## src/rtl/dco_sdm_ctrl.sv

```systemverilog
// Configuration sequencer for the DCO sigma-delta modulator: flush -> load -> settle around every reconfig.
// Optional din slew limiting is compiled in with macro DCO_SDM_CTRL_SLEW_EN.
module dco_sdm_ctrl #(
  parameter int N_DI     = 8,
  parameter int N_MAG    = 3,
  parameter int N_FLUSH  = 4,
  parameter int N_SETTLE = 16,
  parameter int N_STEP   = 2
) (
  input  logic             clk,
  input  logic             rst,
  input  logic             cfg_req,
  output logic             cfg_ack,
  input  logic             cfg_en,
  input  logic [1:0]       cfg_mash,
  input  logic [N_MAG-1:0] cfg_mag,
  input  logic [N_DI-1:0]  frac_in,
  output logic             en_sdm,
  output logic [1:0]       sel_sdm_mash,
  output logic [N_MAG-1:0] prbs_mag,
  output logic [N_DI-1:0]  din,
  output logic             busy,
  output logic             cfg_err
);

  localparam int CNT_MAX = (N_FLUSH > N_SETTLE) ? N_FLUSH : N_SETTLE;
  localparam int CNT_W   = $clog2(CNT_MAX + 1);
  localparam logic [CNT_W-1:0] FLUSH_LAST  = CNT_W'(N_FLUSH);
  localparam logic [CNT_W-1:0] SETTLE_LAST = CNT_W'(N_SETTLE - 1);
`ifdef DCO_SDM_CTRL_SLEW_EN
  localparam logic [N_DI-1:0] STEP_LIM = N_DI'(N_STEP);
`else
  localparam logic [N_DI-1:0] STEP_LIM = {N_DI{1'b1}};
`endif

  typedef enum logic [2:0] {S_IDLE, S_FLUSH, S_LOAD, S_SETTLE, S_RUN} state_t;

  state_t           state_q, state_d;
  logic [CNT_W-1:0] cnt_q, cnt_d;
  logic             sh_en_q, sh_en_d;
  logic [1:0]       sh_mash_q, sh_mash_d;
  logic [N_MAG-1:0] sh_mag_q, sh_mag_d;
  logic             en_sdm_q, en_sdm_d;
  logic [1:0]       mash_q, mash_d;
  logic [N_MAG-1:0] mag_q, mag_d;
  logic [N_DI-1:0]  din_q, din_d;
  logic             cfg_ack_q, cfg_ack_d;
  logic             cfg_err_q, cfg_err_d;
  logic             accept;
  logic             seq_done;

  // Move cur toward tgt by at most STEP_LIM; with the full-range limit this is a plain copy.
  function automatic logic [N_DI-1:0] din_step(input logic [N_DI-1:0] cur,
                                               input logic [N_DI-1:0] tgt);
    logic [N_DI-1:0] diff;
    if (tgt >= cur) begin
      diff = tgt - cur;
      return (diff > STEP_LIM) ? cur + STEP_LIM : tgt;
    end else begin
      diff = cur - tgt;
      return (diff > STEP_LIM) ? cur - STEP_LIM : tgt;
    end
  endfunction

  assign accept   = ((state_q == S_IDLE) || (state_q == S_RUN)) && cfg_req && !cfg_ack_q;
  assign seq_done = ((state_q == S_LOAD) && !sh_en_q) ||
                    ((state_q == S_SETTLE) && (cnt_q == SETTLE_LAST));

  always_ff @(posedge clk) begin
    if (rst) begin
      state_q   <= S_IDLE;
      cnt_q     <= '0;
      sh_en_q   <= 1'b0;
      sh_mash_q <= '0;
      sh_mag_q  <= '0;
      en_sdm_q  <= 1'b0;
      mash_q    <= '0;
      mag_q     <= '0;
      din_q     <= '0;
      cfg_ack_q <= 1'b0;
      cfg_err_q <= 1'b0;
    end else begin
      state_q   <= state_d;
      cnt_q     <= cnt_d;
      sh_en_q   <= sh_en_d;
      sh_mash_q <= sh_mash_d;
      sh_mag_q  <= sh_mag_d;
      en_sdm_q  <= en_sdm_d;
      mash_q    <= mash_d;
      mag_q     <= mag_d;
      din_q     <= din_d;
      cfg_ack_q <= cfg_ack_d;
      cfg_err_q <= cfg_err_d;
    end
  end

  // FLUSH spends its first cycle dropping en_sdm, then counts N_FLUSH cycles with it low.
  always_comb begin
    state_d = state_q;
    cnt_d   = cnt_q;
    case (state_q)
      S_IDLE, S_RUN: begin
        if (accept) begin
          state_d = S_FLUSH;
          cnt_d   = '0;
        end
      end
      S_FLUSH: begin
        if (cnt_q == FLUSH_LAST) begin
          state_d = S_LOAD;
          cnt_d   = '0;
        end else begin
          cnt_d = cnt_q + CNT_W'(1);
        end
      end
      S_LOAD: begin
        state_d = sh_en_q ? S_SETTLE : S_IDLE;
        cnt_d   = '0;
      end
      S_SETTLE: begin
        if (cnt_q == SETTLE_LAST) begin
          state_d = S_RUN;
          cnt_d   = '0;
        end else begin
          cnt_d = cnt_q + CNT_W'(1);
        end
      end
      default: begin
        state_d = S_IDLE;
        cnt_d   = '0;
      end
    endcase
  end

  always_comb begin
    sh_en_d   = sh_en_q;
    sh_mash_d = sh_mash_q;
    sh_mag_d  = sh_mag_q;
    en_sdm_d  = en_sdm_q;
    mash_d    = mash_q;
    mag_d     = mag_q;
    din_d     = din_q;
    cfg_ack_d = cfg_ack_q;
    cfg_err_d = cfg_err_q;
    busy      = (state_q == S_FLUSH) || (state_q == S_LOAD) || (state_q == S_SETTLE);
    if (accept) begin
      sh_en_d   = cfg_en;
      sh_mash_d = cfg_mash;
      sh_mag_d  = cfg_mag;
    end
    if (state_q == S_FLUSH) en_sdm_d = 1'b0;
    if (state_q == S_LOAD) begin
      en_sdm_d = sh_en_q;
      mash_d   = (sh_mash_q == 2'd3) ? 2'd2 : sh_mash_q;
      mag_d    = sh_mag_q;
      if (sh_mash_q == 2'd3) cfg_err_d = 1'b1;
    end
    if ((state_q == S_SETTLE) || (state_q == S_RUN)) din_d = din_step(din_q, frac_in);
    if (cfg_ack_q && !cfg_req) cfg_ack_d = 1'b0;
    if (seq_done) cfg_ack_d = 1'b1;
  end

  assign cfg_ack      = cfg_ack_q;
  assign en_sdm       = en_sdm_q;
  assign sel_sdm_mash = mash_q;
  assign prbs_mag     = mag_q;
  assign din          = din_q;
  assign cfg_err      = cfg_err_q;

endmodule

```

## config.mk

```make
export PLATFORM = sky130hd
export DESIGN_NAME = dco_sdm_ctrl
export DESIGN_NICKNAME = d
export VERILOG_FILES = /design/src/rtl/dco_sdm_ctrl.sv
export SDC_FILE = /design/constraint.sdc
export NUM_CORES = 1
export LEC_CHECK = 0
export BUFFER_PORTS_ARGS = -buffer_cell sky130_fd_sc_hd__buf_4
export CORE_MARGIN = 2
export CORE_UTILIZATION = 45
export DETAILED_ROUTE_END_ITERATION = 16
export MAX_ROUTING_LAYER = met4
export PLACE_DENSITY_LB_ADDON = 0.12
export REMOVE_ABC_BUFFERS = 1
export SKIP_LAST_GASP = 1
export SYNTH_ARGS = -nofsm -noshare
export SYNTH_HDL_FRONTEND = slang
export SYNTH_SLANG_ARGS = --single-unit
export TNS_END_PERCENT = 20
```

## constraint.sdc

```tcl
create_clock -name clk -period 1.4 [get_ports clk]
set_input_delay 0.35 -clock clk [delete_from_list [all_inputs] [get_ports clk]]
set_output_delay 0.35 -clock clk [all_outputs]
set_load 0.01 [all_outputs]
```

==> flow_metrics.tcl, run 1 <==
set metrics [dict create \
    cts_tree "done" \
    gp_congestion 0.794 \
    die_height_um 58.5 \
    cts_buffers 5 \
    setup_viol 2 \
    crit_cells 7 \
    areaGrowthSynthToFinish_pct 39.3 \
    p_per_area_mw_per_mm2 1030 \
    status "finished, violations left" \
    ir_drop_v 0.000941 \
    numClockSinks 30 \
    wl_um 2860 \
    worstPathRequired_ns 1.62 \
    row_count 19 \
    ant_nets 0 \
    setup_ws_ns -0.0355 \
    coreArea_mm2 0.00278 \
    cp_max_fo 6 \
    slew_violations 0 \
    remaining_drc_errors 0 \
    synthSimpleGateAreaFrac 0.213 \
    nFillCells 224 \
    end_kind "flip-flop" \
    cp_slowest_cell "dfxtp_2" \
    use_met2 0.308 \
    drt-wirelength-per-cell_um 13.1 \
    gr-total-overflow 0 \
    startpoint "cnt_q[1]" \
    viasPerCell 5.16 \
    drive_gt1_frac 0.436 \
    synth-edff-count 0 \
    post-route-period-util 1.03 \
    crit_buf_inv 2 \
    timing.hold.ws_ns 0.260 \
    detail_route.iter0.violations 32 \
    ys_types 37 \
    dieWidth_um 58.5 \
    hp-class "primary input to flip-flop" \
    worst_slew_pin_slew_ns 0.401 \
    synth_ff_type "dfxtp_1" \
    synthAdderAreaFrac 0.0375 \
    synth_top_family_by_area "simple AND/OR/NAND/NOR gates" \
    synthArstFlopShare 0 \
    final_core_util 0.669 \
    grt_max_degree 33 \
    start_kind "flip-flop" \
    antenna_found_initial 0 \
    synth-seq-cells 30 \
    fin_nets 208 \
    cts_buffer_depth 2 \
    dieArea_mm2 0.00342 \
    synth_compound_area_frac 0.100 \
    num_vias 1131 \
    io_pins 34 \
    regToRegStartpoint "cnt_q[1]" \
    clk_pin_slew_ns 0.10 \
    syn_area_per_cell_um2 9.90 \
    arrival_ns 1.66 \
    finalHoldViolCount 0 \
    finalCriticalPeriod_ns 1.44 \
    ff2ff_setup_slack_ns -0.04 \
    busiest_layer "met2" \
    n_antenna_cell 0 \
    maxCapViolCount 0 \
    grt_first_pass_wirelength_um 4820 \
    endpoint "state_q[1]" \
    rsz0062_at_grt "true" \
    cp_cell_sequence "buf_6 > inv_2 > ha_2 > and4bb_2 > o22ai_4 > nor2_2 > a31o_1" \
    yosys_warnings 0 \
    slew_headroom 0.732 \
    fmax_mhz 697 \
    crit_path_max_incr_delay_ns 0.35 \
    gr-usage-met1 0.226 \
    yosys.area_share.xor_xnor 0.0131 \
    gr-usage-all-layers 0.191 \
    synth_area_mm2 0.00134 \
    skew_ns 0.00564 \
    portBuffers 33 \
    reg2reg_depth 7 \
    grt_pass1_vias 1117 \
    root_buffer "clkbuf_4" \
    cts_max_level 2 \
    violations "setup timing" \
    worstSkewPairLatency_ns 0.32 \
    dp_hpwl_um 1970 \
    syn-instance-count 135 \
    fin_area_mm2 0.00186 \
    crit_type "flip-flop to flip-flop" \
    start_util 0.480 \
    r2r-end "state_q[1]" \
    cp_top_family "compound AO/OA/AOI/OAI gates" \
    synth_mux_area_frac 0.135 \
    placed_area_mm2 0.00170 \
    leakage_nw 0.853 \
    dr.pass1.iters 4 \
    use_met3 0.0615 \
    ys_seq_area_frac 0.449 \
]
-- final cells by class --
type	instances	area [µm²]	area share
repair buffers	52	418	0.224
well taps	31	38.8	0.0208
inverters	6	22.5	0.0121
clock buffers	7	55.1	0.0296
clock inverters	1	5.00	0.00269
multi-input cells	92	711	0.382
flip-flops and latches	30	612	0.329
-- flip-flops by register name, indices dropped and copies added, names as in the netlist, 2 cells and up --
| signal | cells |
|---|---|
| din | 8 |
| cnt_q | 5 |
| prbs_mag | 3 |
| sh_mag_q | 3 |
| state_q | 3 |
| sel_sdm_mash | 2 |
| sh_mash_q | 2 |
-- report_power, final --
part	leakage (nW)	switching, mW	internal, mW
clock	0.0353	0.296	0.243
sequential	0.246	0.0365	0.895
combinational	0.571	0.203	0.235
-- metal layers --
layer	up-vias	share of wire
met4	0	0.013
met1	534	0.45
met3	5	0.046
met5	-	0
met2	24	0.49
li1	568	-
-- worst reg2reg max path: stages (launching register included) --
cell and delay, ns:
dfxtp_2 0.35, buf_6 0.09, inv_2 0.03, ha_2 0.16, and4bb_2 0.24, o22ai_4 0.18, nor2_2 0.07, a31o_1 0.21
-- what timing repair did --
item                                    CTS  global route
endpoints found under the setup margin   10            24
resized for setup                        17             6
pin swaps                                 6             1
endpoints found under the hold margin     0             0
hold buffers                              0             0
setup buffers                             3             1
-- synthesized netlist by cell type, types with 2 or more instances --
library cell  instances  area (µm²)
inv_1                 6        22.5
clkbuf_1              2        7.51
nand3b_1              3        22.5
nor3_1                3        15.0
nor2_1               29         109
a21oi_1               5        25.0
ha_1                  4        50.1
o21ai_0               3        15.0
nand2_1               2        7.51
dfxtp_1              30         601
nor2b_1               2        12.5
mux2i_1              18         180
buf_6                 2        22.5
nand3_1               3        15.0
-- cell families (layout without fill, tap and decap cells) --
family / after synthesis / after routing
multiplexers: 18 / 18
AND/OR/NAND/NOR: 51 / 51
adder cells (fa/ha/maj): 4 / 4
AO/OA/AOI/OAI: 17 / 17
XOR/XNOR: 2 / 2
buffers and inverters: 13 / 66
flip-flops: 30 / 30
-- cells in the final DEF (no fill, tap or decap), types with 2 or more instances in the layout --
cell and n:
nor2_4 2, inv_1 4, dfxtp_1 25, ha_2 2, nand2_1 2, nor2_1 27, inv_2 2, buf_6 4
mux2i_1 18, o21ai_0 3, a21oi_1 5, clkbuf_4 5, nor3_1 3, dfxtp_4 2, buf_4 47, nand3b_1 3
nor2b_1 2, dfxtp_2 3, nand3_1 2
-- how the worst min path moves through the flow --
stage | startpoint | end | slack [ns] | cells after the start
4_1_cts | frac_in[1] | din[1] | 0.25 | 3
6_report | frac_in[6] | din[6] | 0.26 | 3
5_1_grt | frac_in[6] | din[6] | 0.26 | 3
3_5_place_dp | sel_sdm_mash[0] | sel_sdm_mash[0] | 0.47 | 2
3_3_place_gp | cfg_err | cfg_err | 0.45 | 2
2_1_floorplan | rst | en_sdm | 0.42 | 1
-- through the flow --
| stage | instances | power, mW | setup TNS (ns) | setup WS [ns] |
|---|---|---|---|---|
| after global placement | 207 | 1.32 | -0.150 | -0.0941 |
| final | 219 | 1.91 | -0.0412 | -0.0355 |
| after floorplan | 128 | 1.15 | -2.75 | -0.361 |
| after global routing | 219 | 2.00 | -1.10 | -0.120 |
| after detailed placement | 207 | 1.33 | -0.506 | -0.158 |
| after CTS | 218 | 1.91 | -0.0851 | -0.0528 |
Note: power is estimated with default switching activity, not from simulation.
==> run 2: changes to the inputs <==
--- a/config.mk
+++ b/config.mk
@@ -5,7 +5,9 @@
 export SDC_FILE = /design/constraint.sdc
 export NUM_CORES = 1
 export LEC_CHECK = 0
+export ABC_AREA = 1
 export BUFFER_PORTS_ARGS = -buffer_cell sky130_fd_sc_hd__buf_4
+export CAP_MARGIN = 5
 export CORE_MARGIN = 2
 export CORE_UTILIZATION = 45
 export DETAILED_ROUTE_END_ITERATION = 16
==> run 2 against run 1 <==
The flow now finishes without violations. Design area fell by 8.9%. Count of clock-buffer cells in the layout stayed put. Die area decreased by 4.5%. Register-to-register slack improved by 0.14 ns. Critical path depth shrank 4. Critical endpoint is now busy. Largest power group unchanged. Highest routed layer unchanged.
==> flow_metrics.tcl, run 2 <==
set metrics [dict create \
    cts_buffers 5 \
    yosys-top-cells-area "dfxtp_1 (47%), inv_1 (8.6%), a21oi_1 (8.3%), nand2_1 (7.1%), o21ai_0 (6.7%)" \
    antenna_found_initial 0 \
    io_pins 34 \
    synthArstFlopShare 0 \
    status "finished clean" \
    synth_top_area_cell "dfxtp_1" \
    wl_um 2690 \
    synth-seq-cells 30 \
    worstPathRequired_ns 1.05 \
    final_cell_mix "buf_4 (37), inv_1 (28), dfxtp_1 (25)" \
    slew_headroom 0.791 \
    ys_seq_area_frac 0.472 \
    detail_route.iter0.violations 45 \
    min_to "din[0]" \
    syn_area_per_cell_um2 7.43 \
    cts_buffer_depth 2 \
    maxCapViolCount 0 \
    remaining_drc_errors 0 \
    cts_hold_buf 0 \
    timing.hold.ws_ns 0.249 \
    pre_cts_slack_ns -0.0832 \
    synth_area_mm2 0.00127 \
    netlist_top_cells_count "dfxtp_1 (30), inv_1 (29), nand2_1 (24)" \
    largest_reg_flops 8 \
    n_antenna_cell 0 \
    numClockSinks 30 \
    portBuffers 33 \
    start_util 0.469 \
    grt_pass1_vias 1107 \
    leakage_nw 0.762 \
    hold_depth 3 \
    gr-usage-all-layers 0.187 \
    areaGrowthSynthToFinish_pct 33.5 \
    netlist.area_leader.share 0.472 \
    fin_nets 233 \
    viasPerCell 4.84 \
    reg2reg_depth 9 \
    clk_pin_slew_ns 0.09 \
    cts_max_level 2 \
    syn-instance-count 171 \
    cts_tree "done" \
    synth_ff_type "dfxtp_1" \
    coreArea_mm2 0.00271 \
    setup_viol 0 \
    die_height_um 57.2 \
    skew_ns 0.0124 \
    final_core_util 0.626 \
    p_per_area_mw_per_mm2 1080 \
    hold_path.startpoint "frac_in[0]" \
    finalCriticalPeriod_ns 1.32 \
    dieArea_mm2 0.00327 \
    ys_types 20 \
    tns_ns 0 \
    row_count 19 \
    slew_violations 0 \
    fmax_mhz 758 \
    dr.pass1.iters 4 \
    yosys_warnings 0 \
    finalHoldViolCount 0 \
    final_common_cell "buf_4" \
    grt_first_pass_wirelength_um 4530 \
    ff2ff_setup_slack_ns 0.10 \
    end_kind "output pin" \
    setup_ws_ns 0.0806 \
    regToRegStartpoint "cnt_q[0]" \
    dieWidth_um 57.2 \
    cp_max_fo 4 \
    arrival_ns 0.97 \
    crit_type "flip-flop to output pin" \
    drive_gt1_frac 0.319 \
    gp_congestion 0.795 \
    post-route-period-util 0.942 \
    synth-edff-count 0 \
    start_kind "flip-flop" \
    gr-total-overflow 0 \
    worstSkewPairLatency_ns 0.33 \
    ir_drop_v 0.000816 \
    rsz0062_at_grt "true" \
    num_vias 1181 \
    r2r-end "cnt_q[0]" \
    grt_max_degree 15 \
    worst_slew_pin_slew_ns 0.313 \
    dp_hpwl_um 2010 \
    root_buffer "clkbuf_4" \
    yosysMostFrequentCell "dfxtp_1" \
    ant_nets 0 \
    hp-class "primary input to flip-flop" \
    drt-wirelength-per-cell_um 11.0 \
]
-- run 2: cell types whose count changed after synthesis, sizes merged, moves of 3 or more --
cell   change
buf        -4
o21ai     +18
inv       +25
nor3       -3
nand2     +24
a21oi     +16
mux2i     -18
nor2       -6
-- run 2: cell type report --
| class | count | area (µm²) |
|---|---|---|
| clock inverters | 1 | 5.00 |
| repair buffers | 37 | 278 |
| fillers | 248 | 1010 |
| multi-input cells | 107 | 594 |
| clock buffers | 7 | 55.1 |
| inverters | 31 | 116 |
| well taps | 31 | 38.8 |
| flip-flops and latches | 30 | 609 |
-- run 2: worst max-delay path by stage --
stage,slack [ns],end,startpoint,depth (start not counted)
floorplan,0.07,state_q[1],cnt_q[0],10
global placement,0.01,state_q[1],cnt_q[0],10
detailed placement,-0.08,cnt_q[0],cnt_q[0],9
CTS,-0.06,cnt_q[0],cnt_q[0],9
global route,-0.03,cnt_q[2],state_q[1],7
finish,0.08,busy,state_q[0],3
-- run 2: layer usage --
layer	GRT usage	up-vias	wire length (µm)
met2	0.309	37	1390
li1	-	620	-
met5	-	-	0
met1	0.206	521	1090
met3	0.0431	3	162
met4	0.110	0	36
-- run 2: cells by family after synthesis --
logic type	Yosys count	share of synthesized area
buf+inv	34	0.106
fa+ha+maj	4	0.0394
compound gates	44	0.183
simple gates	58	0.192
flops	30	0.472
xor+xnor	1	0.00689
-- run 2: power breakdown --
group | switching (mW) | internal [mW]
clock network | 0.294 | 0.243
registers | 0.0460 | 0.913
logic | 0.185 | 0.154
total | 0.525 | 1.31
-- run 2: per-stage QoR --
stage                     cell area, µm²  std cells  power (mW)
after floorplan                     1250        168        1.14
after detailed placement            1560        235        1.28
after global placement              1560        235        1.27
final                               1700        244        1.83
after global routing                1700        244        1.94
after CTS                           1630        244        1.83
-- run 2: timing repair --
item / CTS / global route
setup buffers: 1 / 0
endpoints found under the setup margin: 5 / 14
pin swaps: 1 / 2
gates resized for setup: 2 / 18
-- run 2: critical path, stage by stage (launching register included) --
cell     delay [ns]
dfxtp_2        0.35
nor2_4         0.10
nor2_1         0.04
buf_4          0.14
==> run 3: changes to the inputs <==
==> constraint.sdc (replaced) <==
create_clock -name clk -period 1.4 [get_ports clk]
set_input_delay 0.07 -clock clk [delete_from_list [all_inputs] [get_ports clk]]
set_output_delay 0.07 -clock clk [all_outputs]
set_load 0.01 [all_outputs]
==> run 3 against run 2 <==
The run now ends with hold timing left. Highest routed layer unchanged. Final cell count rose by 2.5%. Critical path type is now flip-flop to flip-flop. Worst hold slack worse by 0.26 ns. Sequential power about the same.
==> flow_metrics.tcl, run 3 (same netlist as run 2, synthesis figures left out) <==
set metrics [dict create \
    ant_nets 0 \
    p_per_area_mw_per_mm2 1050 \
    maxCapViolCount 0 \
    io_pins 34 \
    worstSkewPairLatency_ns 0.33 \
    largest_reg_flops 8 \
    rsz0062_at_grt "true" \
    worst_slew_pin_slew_ns 0.464 \
    internal_power_mw 1.32 \
    slew_headroom 0.690 \
    final_common_cell "buf_4" \
    violations "hold timing" \
    root_buffer "clkbuf_4" \
    numClockSinks 30 \
    start_util 0.469 \
    n_antenna_cell 0 \
    crit_type "flip-flop to flip-flop" \
    crit_top_cell "nor2_1" \
    clk_pin_slew_ns 0.10 \
    finalCriticalPeriod_ns 1.34 \
    dp_hpwl_um 1890 \
    start_kind "flip-flop" \
    drt-wirelength-per-cell_um 11.1 \
    timing.hold.ws_ns -0.0145 \
    grt_max_degree 18 \
    cp_max_fo 4 \
    netSwitchingFraction 0.293 \
    gr-total-overflow 0 \
    grt_pass1_vias 1104 \
    power_mw 1.86 \
    cts_buffer_depth 2 \
    portBuffers 33 \
    pre_cts_slack_ns -0.0493 \
    clockPowerShare 0.295 \
    nFillCells 222 \
    worstPathRequired_ns 1.67 \
    hp-class "primary input to flip-flop" \
    final_cell_mix "buf_4 (34), inv_1 (27), dfxtp_1 (27)" \
    crit_path_max_incr_delay_ns 0.38 \
    cts_hold_buf 8 \
    ff2ff_setup_slack_ns 0.06 \
    remaining_drc_errors 0 \
    cts_tree "done" \
    slew_violations 0 \
    num_vias 1220 \
    detail_route.iter0.violations 53 \
    skew_ns 0.00959 \
    place_inst 233 \
    ir_drop_v 0.000710 \
    fin_nets 239 \
    dieWidth_um 57.2 \
    end_kind "flip-flop" \
    arrival_ns 1.61 \
    final_cells 250 \
    gp_congestion 0.809 \
    die_height_um 57.2 \
    fmax_mhz 748 \
    viasPerCell 4.88 \
    dieArea_mm2 0.00327 \
    ff_latch_area_um2 607 \
    cp_cell_sequence "ha_4 > nand3_2 > inv_2 > ha_4 > inv_1 > nand2_2 > nand3_2 > nor2_1 > nor2_1 > nor2_1" \
    setup_ws_ns 0.0633 \
    cts_buffers 5 \
    drive_gt1_frac 0.306 \
    gr-usage-all-layers 0.191 \
    coreArea_mm2 0.00271 \
    dr.pass1.iters 4 \
    cts_max_level 2 \
    status "finished, violations left" \
    row_count 19 \
    areaGrowthSynthToFinish_pct 39.1 \
    comb_power_share 0.192 \
    multi_input_area_um2 596 \
    cp_slowest_cell "dfxtp_4" \
    antenna_found_initial 0 \
    setup_viol 0 \
    grt_first_pass_wirelength_um 4690 \
    finalHoldViolCount 6 \
    post-route-period-util 0.955 \
    wl_um 2770 \
    p_switching_uw 546 \
    leakage_nw 0.783 \
    sequentialPowerShare 0.513 \
]
## run 3: path summary, 6_finish.rpt
kind                  from         end  cells past startpoint
setup / recovery  cnt_q[0]  state_q[1]                     10
hold / removal         rst  state_q[1]                      2
setup reg to reg  cnt_q[0]  state_q[1]                     10
hold reg to reg     din[4]      din[4]                      2
## run 3: repair_timing
action                                  in CTS  in global routing
hold endpoints to repair                    11                  6
pin swaps                                    0                  4
buffers inserted                             0                  1
gates cloned                                 0                  0
gates resized for setup                      1                 21
endpoints found under the setup margin       4                 13
## run 3: stage by stage
stage / setup TNS (ns) / util / instance area (µm²) / hold WS (ns)
after global routing: -0.0982 / 0.652 / 1770 / -0.0214
after detailed placement: -0.136 / 0.571 / 1550 / 0.314
after global placement: 0 / 0.571 / 1550 / 0.311
final: 0 / 0.652 / 1770 / -0.0145
after CTS: -0.0512 / 0.624 / 1690 / -0.0169
after floorplan: 0 / - / 1250 / 0.139
## run 3: power groups by stage
stage          combinational (mW)  clock [mW]  sequential [mW]
2_1_floorplan               0.175           0            0.968
3_3_place_gp                0.297           0            0.964
3_5_place_dp                0.305           0            0.967
4_1_cts                     0.325       0.566            0.948
5_1_grt                     0.404       0.598            0.965
6_report                    0.358       0.550            0.956
## run 3: layout make-up
cell class | instances | area share
inverters | 31 | 0.0658
flip-flops and latches | 30 | 0.343
repair buffers | 43 | 0.196
well taps | 31 | 0.0219
clock buffers | 6 | 0.0290
multi-input cells | 107 | 0.337
clock inverters | 2 | 0.00708
## run 3: metal layers
layer	part of all wire	track usage
met1	0.42	0.209
met2	0.47	0.309
met3	0.076	0.0703
met4	0.032	0.0864
met5	0	-
## run 3: worst max-delay path: cells and delay by family, from the launching register on
kind	cells	cell delay, ns
adder cells (fa/ha/maj)	2	0.26
flip-flops	1	0.38
buffers and inverters	2	0.12
AND/OR/NAND/NOR	6	0.53
